**src/rtl/fetch_pkg.sv**
```systemverilog
// Shared definitions for the instruction fetch path: FSM encoding, bus
// transfer size and the two architectural fetch entry points.
package fetch_pkg;

  typedef enum logic [2:0] {
    S_IDLE  = 3'd0,
    S_REQ   = 3'd1,
    S_WAIT  = 3'd2,
    S_DONE  = 3'd3,
    S_DRAIN = 3'd4
  } fetch_state_t;

  localparam logic [1:0]  SIZE_WORD = 2'b10;
  localparam logic [31:0] BOOT_PC   = 32'hbfc0_0000;
  localparam logic [31:0] EXC_PC    = 32'hbfc0_0380;

endpackage

```
**src/rtl/inst_fetch_bridge.sv**
```systemverilog
// Fetch bridge between the IF PC generator and an SRAM-like instruction bus.
// Issues one word read per PC, keeps at most one request outstanding, holds IF
// until the word is handed to ID, and discards responses that a flush has
// made stale. Misaligned PCs never reach the bus; they come back as adel_o.
module inst_fetch_bridge
  import fetch_pkg::*;
#(
  parameter int WIDTH = 32
) (
  input  logic             clk,
  input  logic             rst,
  input  logic [WIDTH-1:0] pc_i,
  input  logic             flush_i,
  input  logic             stall_d_i,
  output logic             stall_f_o,
  output logic             inst_valid_o,
  output logic [WIDTH-1:0] inst_o,
  output logic [WIDTH-1:0] inst_pc_o,
  output logic             adel_o,
  output logic             inst_req_o,
  output logic             inst_wr_o,
  output logic [1:0]       inst_size_o,
  output logic [WIDTH-1:0] inst_addr_o,
  input  logic             inst_addr_ok_i,
  input  logic             inst_data_ok_i,
  input  logic [WIDTH-1:0] inst_rdata_i
);

  fetch_state_t     state_reg, state_next;
  logic [WIDTH-1:0] addr_reg;
  logic [WIDTH-1:0] inst_reg;
  logic             adel_reg;
  logic             flush_pend_reg;
  logic             misaligned;

  assign misaligned = (pc_i[1:0] != 2'b00);

  // State register.
  always_ff @(posedge clk or posedge rst) begin
    if (rst) begin
      state_reg <= S_IDLE;
    end else begin
      state_reg <= state_next;
    end
  end

  // Next-state logic. A request, once raised, is held until the bus accepts
  // it; a flush seen while requesting is remembered so the answer gets drained.
  always_comb begin
    state_next = state_reg;
    case (state_reg)
      S_IDLE: begin
        if (!flush_i) begin
          state_next = misaligned ? S_DONE : S_REQ;
        end
      end
      S_REQ: begin
        if (inst_addr_ok_i) begin
          state_next = (flush_pend_reg || flush_i) ? S_DRAIN : S_WAIT;
        end
      end
      S_WAIT: begin
        if (inst_data_ok_i) begin
          state_next = flush_i ? S_IDLE : S_DONE;
        end else if (flush_i) begin
          state_next = S_DRAIN;
        end
      end
      S_DRAIN: begin
        if (inst_data_ok_i) begin
          state_next = S_IDLE;
        end
      end
      S_DONE: begin
        if (flush_i || !stall_d_i) begin
          state_next = S_IDLE;
        end
      end
      default: state_next = S_IDLE;
    endcase
  end

  // Address, instruction word, error flag and pending-flush bookkeeping.
  always_ff @(posedge clk or posedge rst) begin
    if (rst) begin
      addr_reg       <= '0;
      inst_reg       <= '0;
      adel_reg       <= 1'b0;
      flush_pend_reg <= 1'b0;
    end else begin
      case (state_reg)
        S_IDLE: begin
          if (!flush_i) begin
            addr_reg <= pc_i;
            adel_reg <= misaligned;
            inst_reg <= '0;
          end
        end
        S_REQ: begin
          if (flush_i) begin
            flush_pend_reg <= 1'b1;
          end
        end
        S_WAIT: begin
          if (inst_data_ok_i && !flush_i) begin
            inst_reg <= inst_rdata_i;
          end
        end
        S_DRAIN: begin
          if (inst_data_ok_i) begin
            flush_pend_reg <= 1'b0;
          end
        end
        default: begin
        end
      endcase
    end
  end

  // Bus and ID outputs are pure state decodes; only stall_f_o looks at inputs
  // so that IF advances its PC exactly on the delivery cycle.
  assign inst_req_o   = (state_reg == S_REQ);
  assign inst_valid_o = (state_reg == S_DONE);
  assign stall_f_o    = !((state_reg == S_DONE) && !stall_d_i && !flush_i);
  assign inst_wr_o    = 1'b0;
  assign inst_size_o  = SIZE_WORD;
  assign inst_addr_o  = addr_reg;
  assign inst_pc_o    = addr_reg;
  assign inst_o       = inst_reg;
  assign adel_o       = adel_reg;

endmodule

```
**config.mk**
```make
export PLATFORM = sky130hd
export DESIGN_NAME = inst_fetch_bridge
export DESIGN_NICKNAME = d
export VERILOG_FILES = /design/src/rtl/fetch_pkg.sv /design/src/rtl/inst_fetch_bridge.sv
export SDC_FILE = /design/constraint.sdc
export NUM_CORES = 1
export LEC_CHECK = 0
export BUFFER_PORTS_ARGS = -buffer_cell sky130_fd_sc_hd__buf_2
export CAP_MARGIN = 20
export CELL_PAD_IN_SITES_DETAIL_PLACEMENT = 1
export CELL_PAD_IN_SITES_GLOBAL_PLACEMENT = 1
export CORE_ASPECT_RATIO = 2
export CORE_MARGIN = 4
export CORE_UTILIZATION = 34
export CTS_CLUSTER_SIZE = 25
export DETAILED_ROUTE_END_ITERATION = 8
export GPL_TIMING_DRIVEN = 0
export PLACE_DENSITY = 0.9
export SETUP_SLACK_MARGIN = 0.2
export SYNTH_ARGS = -nofsm -noshare
export SYNTH_HDL_FRONTEND = slang
export SYNTH_SLANG_ARGS = --single-unit
```
**constraint.sdc**
```tcl
create_clock -name clk -period 5.7 [get_ports clk]
set_input_delay 0.57 -clock clk [delete_from_list [all_inputs] [get_ports clk]]
set_output_delay 0.57 -clock clk [all_outputs]
set_load 0.005 [all_outputs]
```
==> results.py, run 1 <==
metrics = {
    "status": {
        "status": "completed",
    },
    "worst_setup_path": {
        "path_buf_inv": 2,
        "crit_path_frequent_cell": "buf_2",
        "endpoint_kind": "output pin",
        "critPathSlowestCell": "dfrtp_1",
        "crit_fanout": 10,
        "crit_family": "flip-flops",
        "path_cells": "buf_2 > nor3b_1 > nand2_1 > buf_2",
        "crit_type": "reg2out",
        "crit_required_ns": 5.13,
        "slowest_delay_ns": 0.47,
        "worst_ep_arrival_time_ns": 1.53,
        "critPathLaunchType": "flop",
    },
    "clocking": {
        "cts_resized": 0,
        "cts.hold.buffers_added": 0,
        "insertion_delay_ns": 0.32,
        "root_buffer": "clkbuf_16",
        "htreeDepth": 3,
        "clockBufferDepth": 2,
        "post_cts_buffers": 0,
        "clk_pin_slew_ns": 0.05,
        "numCtsBuffers": 9,
        "tritoncts": "yes",
        "cts.sinks": 69,
    },
    "global_route": {
        "grt_usage_pct": 16.81,
        "grt_pass1_vias": 2851,
        "grt.overflow.total": 0,
        "grt_first_pass_wirelength_um": 13620,
        "grt_max_degree": 70,
        "antenna_found_initial": 0,
    },
    "routing": {
        "routed_wl_um": 9041,
        "viasPerCell": 4.635,
        "routedWlPerCell_um": 15.72,
        "drt_iter0_markers": 48,
        "drt_pre_antenna_iters": 4,
        "vias": 2665,
        "drc": 0,
        "drt.antenna.violating_nets": 0,
    },
    "synth": {
        "yosys.area_share.xor_xnor_pct": 0,
        "synth_top_family_by_area": "simple AND/OR/NAND/NOR gates",
        "yosys.area.top_type_share_pct": 56.05,
        "netlist_instances": 289,
        "synth.yosys.seq_area_share_pct": 56.05,
        "ys_seq_elements": 69,
        "synth_area_leaders": "dfrtp_1 56%, mux2_2 10%, buf_4 8.5%",
        "synthMuxAreaShare_pct": 11.70,
        "yosys.area_share.simple_pct": 12.51,
        "synthAdderAreaFrac_pct": 0,
        "synth_cell_types": 30,
        "syn_avg_cell_area_sq_um": 10.66,
        "yosysWarnings": 0,
        "synth_area_leader_cell": "dfrtp_1",
        "synth_area_sq_um": 3080,
        "synth_compound_area_share_pct": 7.717,
    },
    "layout": {
        "fin_nets": 540,
        "post-route-util_pct": 49.56,
        "mostFrequentLayoutCell": "buf_2",
        "antenna_cells": 0,
        "final_cell_area_sq_um": 4345,
        "layout_common_cells": "177 x buf_2, 69 x dfrtp_1, 68 x nand2_1",
        "fillers": 1032,
        "layout-drive-gt1-share_pct": 55.58,
        "areaGrowthSynthToFinish_pct": 41.06,
    },
    "floorplan": {
        "io_pins": 173,
        "core.rowCount": 48,
        "die_area_sq_um": 10740,
        "initial_utilization_pct": 35.13,
        "fp.coreArea_sq_um": 8768,
        "dieWidth_um": 75.31,
        "die_h_um": 142.6,
    },
    "placement": {
        "place_hpwl_um": 7225,
        "portBuffers": 169,
        "gp_congestion": 0.7260,
        "dpl-instance-area_sq_um": 4058,
    },
    "power": {
        "leakage_nw": 2.249,
        "p_total_mw": 2.362,
        "irDropWorstVdd_v": 0.0002035,
        "powerDensity_nw_per_um2": 543.5,
    },
    "sta": {
        "slew_violations": 0,
        "finalSetupTns_ns": 0,
        "relSlewSlack_pct": 43.34,
        "setup_viol": 0,
        "clock_skew_ns": 0.005597,
        "fmax_mhz": 475.3,
        "hold_violations": 0,
        "finalCritPeriodShare_pct": 36.91,
        "min_period_ns": 2.104,
        "worst_pin_slew_ns": 0.8500,
        "rsz0062_at_grt": "false",
    },
    "worst_hold_path": {
        "hold_class": "in2async",
    },
    "run": {
        "maxCapViolCount": 0,
    },
}
## through the flow
step                      worst slack [ns]  cells  hold WS, ns
final                                3.596    575       0.4400
after global routing                 3.450    575       0.4570
after CTS                            3.565    575       0.4528
after detailed placement             3.660    559       0.4698
after global placement               2.526    559       0.4588
after floorplan                      3.390    290       0.4733
## synth_stat cells, drive strengths merged
cell type and number:
inv 2, a31oi 2, conb 2, dfrtp 69
nor2 6, nor4 1, o21ai 38, nand2 68
o31ai 1, nand3 1, mux2 32, buf 46
nor3b 2, nand2b 1, clkbuf 5, nand3b 1
and2 2, nor4b 1, a21oi 2, nor3 3
or2 1, a21bo 1, or3b 1, a211oi 1
## layer usage
layer	wire (um)	vias to the layer above	track usage, %
met1	2887	1244	15.91
met5	0	-	0
met3	793	20	4.158
li1	-	1281	-
met2	5109	120	31.87
met4	250	0	7.834
## path summary, 6_finish.rpt
path | cells after the start | to | start | slack, ns
setup / recovery | 4 | stall_f_o | state_reg[0] | 3.60
hold / removal | 2 | inst_o[30] | rst | 0.44
setup reg to reg | 4 | inst_addr_o[16] | state_reg[0] | 3.92
hold reg to reg | 2 | inst_o[22] | inst_o[22] | 0.48
max in group asynchronous | 2 | inst_addr_o[19] | rst | 4.72
min in group clk | 2 | inst_addr_o[31] | pc_i[31] | 0.47
## kinds of logic (layout without fill, tap and decap cells)
group,count (synthesis),after routing
compound gates,45,45
buf+inv,53,238
flops,69,69
mux,32,32
other cells,2,3
simple gates,88,88
## power breakdown
group	leakage [nW]	switching (mW)	internal [mW]	total, mW
logic	1.25	0.449	0.564	1.01
registers	0.873	0.135	0.695	0.831
clock network	0.130	0.201	0.317	0.518
## layout make-up
type	instances	area [sq um]	area share, %
Sequential cell	69	1727	39.74
Buffer	51	355.3	8.177
Inverter	2	10.01	0.2303
Clock buffer	11	252.7	5.816
Multi-Input combinational cell	168	994.7	22.89
Tap cell	100	125.1	2.879
Timing Repair Buffer	169	845.8	19.46
Clock inverter	5	35.03	0.8062
No activity file was read; power rests on OpenSTA's default activity.
==> run 2, diff against run 1 <==
--- a/config.mk
+++ b/config.mk
@@ -11,11 +11,11 @@
 export CELL_PAD_IN_SITES_GLOBAL_PLACEMENT = 1
 export CORE_ASPECT_RATIO = 2
 export CORE_MARGIN = 4
-export CORE_UTILIZATION = 34
+export CORE_UTILIZATION = 29
 export CTS_CLUSTER_SIZE = 25
 export DETAILED_ROUTE_END_ITERATION = 8
 export GPL_TIMING_DRIVEN = 0
-export PLACE_DENSITY = 0.9
+export PLACE_DENSITY = 0.82
 export SETUP_SLACK_MARGIN = 0.2
 export SYNTH_ARGS = -nofsm -noshare
 export SYNTH_HDL_FRONTEND = slang
==> constraint.sdc (replaced) <==
create_clock -name clk -period 1.9 [get_ports clk]
set_input_delay 0.19 -clock clk [delete_from_list [all_inputs] [get_ports clk]]
set_output_delay 0.19 -clock clk [all_outputs]
set_load 0.005 [all_outputs]
==> run 2 against run 1 <==
Highest routed layer unchanged; hold slack got worse by 0.35 ns; flip-flop and latch count did not move; first-iteration DRC count rose by 15%; critical path depth rose by 1; setup slack got worse by 3.3 ns.
==> results.py, run 2 (same netlist as run 1, synthesis figures left out) <==
metrics = {
    "routing": {
        "drt.antenna.violating_nets": 0,
        "drt_pre_antenna_iters": 4,
        "drt_iter0_markers": 55,
        "routed_wl_um": 9512,
        "drc": 0,
        "vias": 2764,
        "routedWlPerCell_um": 15.37,
        "viasPerCell": 4.465,
    },
    "global_route": {
        "grt_usage_pct": 15.46,
        "grt_pass1_vias": 3073,
        "grt.overflow.total": 0,
        "grt_max_degree": 42,
        "antenna_found_initial": 0,
        "grt_first_pass_wirelength_um": 14750,
    },
    "worst_setup_path": {
        "crit_type": "reg2reg",
        "critPathLaunchType": "flop",
        "path_cells": "or2_4 > nor3_4 > buf_6 > buf_4 > mux2_2",
        "path_buf_inv": 2,
        "r2r_start": "state_reg[0]",
        "slowest_delay_ns": 0.45,
        "crit_fanout": 6,
        "crit_family": "flip-flops",
        "endpoint_kind": "flop",
        "crit_required_ns": 2.10,
        "reg2reg_setup_slack_ns": 0.29,
        "rr_endpoint": "inst_addr_o[23]",
        "critPathSlowestCell": "dfrtp_2",
        "worst_ep_arrival_time_ns": 1.81,
        "worst-r2r-cell-count": 5,
    },
    "layout": {
        "final_cell_area_sq_um": 4522,
        "layout-drive-gt1-share_pct": 57.17,
        "post-route-util_pct": 43.16,
        "fin_nets": 546,
        "layout_common_cells": "177 x buf_2, 68 x nand2_1, 68 x dfrtp_1",
        "mostFrequentLayoutCell": "buf_2",
        "areaGrowthSynthToFinish_pct": 46.79,
    },
    "sta": {
        "hold_violations": 0,
        "worst_slack_ns": 0.2934,
        "worst_pin_slew_ns": 0.6707,
        "fmax_mhz": 622.4,
        "setup_viol": 0,
        "finalCritPeriodShare_pct": 84.56,
        "clock_skew_ns": 0.007826,
        "finalSetupTns_ns": 0,
        "rsz0062_at_grt": "true",
        "slew_violations": 0,
        "relSlewSlack_pct": 55.19,
        "min_period_ns": 1.607,
    },
    "floorplan": {
        "die_area_sq_um": 12430,
        "initial_utilization_pct": 29.40,
        "die_h_um": 153.8,
        "dieWidth_um": 80.88,
        "core.rowCount": 53,
        "fp.coreArea_sq_um": 10480,
        "io_pins": 173,
    },
    "clocking": {
        "htreeDepth": 3,
        "numCtsBuffers": 9,
        "clockBufferDepth": 2,
        "tritoncts": "yes",
        "root_buffer": "clkbuf_16",
        "clk_pin_slew_ns": 0.06,
        "insertion_delay_ns": 0.33,
        "cts.sinks": 69,
    },
    "power": {
        "irDropWorstVdd_v": 0.0005430,
        "powerDensity_nw_per_um2": 1649,
        "leakage_nw": 2.324,
    },
    "run": {
        "maxCapViolCount": 0,
    },
    "placement": {
        "place_hpwl_um": 7579,
        "gp_congestion": 0.7888,
        "dpl-instance-area_sq_um": 4125,
        "dp_slack_ns": 0.08388,
        "portBuffers": 169,
    },
    "worst_hold_path": {
        "whs_endpoint": "inst_addr_o[31]",
        "hold_depth": 2,
        "hold_class": "in2reg",
        "hold_start": "pc_i[31]",
    },
    "status": {
        "status": "completed",
    },
}
==> run 2: worst max path at each step <==
stage	end	slack, ns	from	cells after the start
6_report	inst_addr_o[23]	0.29	state_reg[0]	5
4_1_cts	inst_o[7]	0.17	state_reg[2]	5
3_5_place_dp	inst_addr_o[6]	0.08	state_reg[0]	4
3_3_place_gp	inst_addr_o[4]	0.14	state_reg[0]	4
5_1_grt	inst_o[9]	0.14	state_reg[1]	6
2_1_floorplan	inst_addr_o[10]	0.31	state_reg[0]	4
==> run 2: power by group <==
part           internal [mW]  switching [mW]  total (mW)
clock network           1.15           0.623        1.77
registers               2.09           0.409        2.50
logic                   1.78            1.41        3.19
total                   5.02            2.44        7.45
==> run 2: cell type report <==
cell class	count	area, sq um
flip-flops and latches	69	1728
inverters	2	11.26
well taps	137	171.4
clock inverters	6	87.58
multi-input cells	168	1008
plain buffers	51	370.4
repair buffers	175	913.4
clock buffers	10	229.0
diodes	1	2.502
fillers	1239	5956
==> run 2: metrics by stage <==
stage / hold slack (ns) / instances / power [mW]
2_1_floorplan: 0.3173 / 290 / 4.186
5_1_grt: 0.08270 / 618 / 7.989
3_3_place_gp: 0.4130 / 596 / 5.478
4_1_cts: 0.07389 / 617 / 7.529
6_report: 0.08554 / 619 / 7.454
3_5_place_dp: 0.3372 / 597 / 5.670
==> run 2: timing repair <==
action / in CTS / in global routing
endpoints found under the hold margin: 27 / 0
endpoints found under the setup margin: 33 / 62
gates cloned: 1 / 0
hold buffers: 1 / 0
buffers inserted: 2 / 1
resized for setup: 5 / 12
pin swaps: 1 / 1
==> run 2: layer usage <==
metal  routed length (um)  GRT usage, %  vias to the layer above
li1                     -             -                     1297
met2                 5429         30.25                      118
met4                  286         6.608                        0
met3                  741         3.751                       21
met1                 3055         14.26                     1328
met5                    0             0                        -
==> run 3, diff against run 2 <==
--- a/config.mk
+++ b/config.mk
@@ -5,13 +5,14 @@
 export SDC_FILE = /design/constraint.sdc
 export NUM_CORES = 1
 export LEC_CHECK = 0
+export ABC_AREA = 1
 export BUFFER_PORTS_ARGS = -buffer_cell sky130_fd_sc_hd__buf_2
 export CAP_MARGIN = 20
 export CELL_PAD_IN_SITES_DETAIL_PLACEMENT = 1
 export CELL_PAD_IN_SITES_GLOBAL_PLACEMENT = 1
 export CORE_ASPECT_RATIO = 2
 export CORE_MARGIN = 4
-export CORE_UTILIZATION = 29
+export CORE_UTILIZATION = 28
 export CTS_CLUSTER_SIZE = 25
 export DETAILED_ROUTE_END_ITERATION = 8
 export GPL_TIMING_DRIVEN = 0
==> constraint.sdc (replaced) <==
create_clock -name clk -period 1.3 [get_ports clk]
set_input_delay 0.13 -clock clk [delete_from_list [all_inputs] [get_ports clk]]
set_output_delay 0.13 -clock clk [all_outputs]
set_load 0.005 [all_outputs]
==> run 3 against run 2 <==
The flow now finishes with violations (hold timing, setup timing); final cell count grew 25%; fmax rose by 7.9%; setup slack worse by 0.48 ns; register-to-register slack lost 0.48 ns; cell area is 40% higher; first-iteration DRC count rose by 98%; combinational power rose to 2.9 times the previous value; clock-buffer cell count unchanged; non-clock buffer count increased by 76; largest power group unchanged; highest routed layer is now met5.
==> results.py, run 3 <==
metrics = {
    "status": {
        "status": "finished, violations left",
        "violations": "hold timing, setup timing",
    },
    "worst_setup_path": {
        "endpoint_kind": "flop",
        "crit_end": "inst_addr_o[8]",
        "critPathLaunchType": "flop",
        "reg2reg_setup_slack_ns": -0.19,
        "slowest_delay_ns": 0.48,
        "path_buf_inv": 4,
        "crit_family": "buffers and inverters",
        "crit_type": "reg2reg",
        "crit_fanout": 8,
        "crit_required_ns": 1.56,
        "critPathSlowestCell": "dfrtp_2",
        "r2r_start": "state_reg[0]",
        "worst_ep_arrival_time_ns": 1.75,
        "worst-r2r-cell-count": 8,
        "path_cells": "nor2_4 > nand3_4 > buf_12 > inv_16 > buf_12 > buf_16 > nand2_2 > nand2_1",
        "cp.depth": 8,
        "crit_path_frequent_cell": "buf_12",
        "rr_endpoint": "inst_addr_o[8]",
        "critPathLaunch": "state_reg[0]",
    },
    "sta": {
        "clock_skew_ns": 0.006914,
        "finalSetupTns_ns": -7.460,
        "slew_violations": 0,
        "fmax_mhz": 671.8,
        "min_period_ns": 1.488,
        "worst_slack_ns": -0.1884,
        "finalCritPeriodShare_pct": 114.5,
        "holdWs_ns": -0.04422,
        "relSlewSlack_pct": 44.14,
        "hold_violations": 33,
        "setup_viol": 71,
        "worst_pin_slew_ns": 0.8361,
        "rsz0062_at_grt": "true",
    },
    "routing": {
        "routed_wl_um": 14480,
        "drt.antenna.violating_nets": 0,
        "vias": 3508,
        "drt_iter0_markers": 109,
        "drt_pre_antenna_iters": 4,
        "routedWlPerCell_um": 18.74,
        "drc": 0,
        "viasPerCell": 4.538,
    },
    "layout": {
        "layout_common_cells": "138 x buf_2, 89 x nand2_1, 73 x buf_6",
        "areaGrowthSynthToFinish_pct": 101.5,
        "mostFrequentLayoutCell": "buf_2",
        "final_cell_area_sq_um": 6314,
        "post-route-util_pct": 57.68,
        "instances_no_fill": 773,
        "fin_nets": 698,
        "layout-drive-gt1-share_pct": 64.40,
        "fillers": 1244,
    },
    "global_route": {
        "grt_max_degree": 37,
        "grt.overflow.total": 0,
        "grt_pass1_vias": 3907,
        "antenna_found_initial": 1,
        "grt_usage_pct": 20.69,
        "grt_first_pass_wirelength_um": 20060,
    },
    "placement": {
        "dpl-instance-area_sq_um": 4259,
        "placed_cells": 675,
        "dp_slack_ns": -0.2023,
        "place_hpwl_um": 8166,
        "gp_congestion": 0.7581,
        "portBuffers": 169,
    },
    "floorplan": {
        "die_h_um": 157.6,
        "dieWidth_um": 82.80,
        "initial_utilization_pct": 28.62,
        "fp.coreArea_sq_um": 10950,
        "io_pins": 173,
        "die_area_sq_um": 13050,
        "core.rowCount": 54,
    },
    "clocking": {
        "cts.sinks": 69,
        "root_buffer": "clkbuf_16",
        "numCtsBuffers": 9,
        "htreeDepth": 3,
        "insertion_delay_ns": 0.33,
        "clockBufferDepth": 2,
        "clk_pin_slew_ns": 0.06,
        "tritoncts": "yes",
    },
    "synth": {
        "yosys.area.top_type_share_pct": 55.11,
        "synth_area_sq_um": 3133,
        "synthMuxAreaShare_pct": 0,
        "synth_cell_types": 21,
        "synthAdderAreaFrac_pct": 0,
        "synth_edf_count": 0,
        "syn_avg_cell_area_sq_um": 8.607,
        "netlist_instances": 364,
        "synth.yosys.seq_area_share_pct": 55.11,
        "synth_area_leaders": "dfrtp_1 55%, nand2_1 20%, buf_4 8.4%",
        "yosys.area_share.simple_pct": 29.35,
        "ys_seq_elements": 69,
        "synth_area_leader_cell": "dfrtp_1",
        "synth_common_cells": "164 x nand2_1, 69 x dfrtp_1, 41 x nand3_1",
        "yosys.area_share.xor_xnor_pct": 0,
        "synth_compound_area_share_pct": 1.917,
        "synth_flop_cell": "dfrtp_1",
        "yosysWarnings": 0,
        "synthArstFlopShare_pct": 100.0,
        "synth_top_family_by_area": "simple AND/OR/NAND/NOR gates",
        "synth.most_common_cell": "nand2_1",
    },
    "power": {
        "powerDensity_nw_per_um2": 2539,
        "leakage_nw": 3.546,
        "irDropWorstVdd_v": 0.001293,
        "p_total_mw": 16.03,
    },
    "run": {
        "maxCapViolCount": 0,
    },
    "worst_hold_path": {
        "hold_class": "in2async",
    },
}
[run 3: final cells by class]
cell class / count / area, sq um / share of cell area [%]
diodes: 1 / 2.502 / 0.03964
plain buffers: 50 / 614.3 / 9.730
clock buffers: 10 / 239.0 / 3.785
clock inverters: 5 / 83.83 / 1.328
inverters: 13 / 73.82 / 1.169
multi-input cells: 233 / 1440 / 22.81
flip-flops and latches: 69 / 1732 / 27.43
well taps: 140 / 175.2 / 2.774
repair buffers: 252 / 1953 / 30.94
[run 3: how the worst min path moves through the flow]
stage / from / to / slack (ns) / cells past startpoint
6_report: rst / inst_addr_o[10] / -0.04 / 2
5_1_grt: rst / inst_addr_o[10] / 0.008 / 2
4_1_cts: rst / inst_addr_o[10] / -0.05 / 2
3_5_place_dp: rst / inst_addr_o[10] / 0.31 / 2
3_3_place_gp: pc_i[13] / inst_addr_o[13] / 0.33 / 3
2_1_floorplan: pc_i[10] / inst_addr_o[10] / 0.24 / 2
[run 3: cell families (layout without fill, tap and decap cells)]
logic type / Yosys count / after routing
compound gates: 8 / 8
buf+inv: 63 / 330
flops: 69 / 69
other cells: 2 / 4
simple gates: 222 / 222
[run 3: what timing repair did]
| item | CTS | global route |
|---|---|---|
| hold buffers | 19 | 1 |
| buffers inserted | 38 | 16 |
| pin swaps | 39 | 32 |
| gates resized for setup | 143 | 88 |
| gates cloned | 7 | 1 |
| hold endpoints to repair | 52 | 4 |
| setup endpoints to repair | 103 | 105 |
[run 3: power by group]
part           total, mW  leakage [nW]  switching [mW]  internal, mW
Combinational       9.27          2.50            3.98          5.30
Clock               2.69         0.151           0.957          1.73
Sequential          4.07         0.890           0.911          3.16
[run 3: per-layer routing]
metal / vias up / part of all wire, % / GRT usage [%]
li1: 1618 / - / -
met3: 27 / 5.8 / 5.638
met2: 133 / 60 / 40.31
met1: 1728 / 32 / 19.17
met4: 2 / 2.3 / 8.496
met5: - / 0.055 / 0
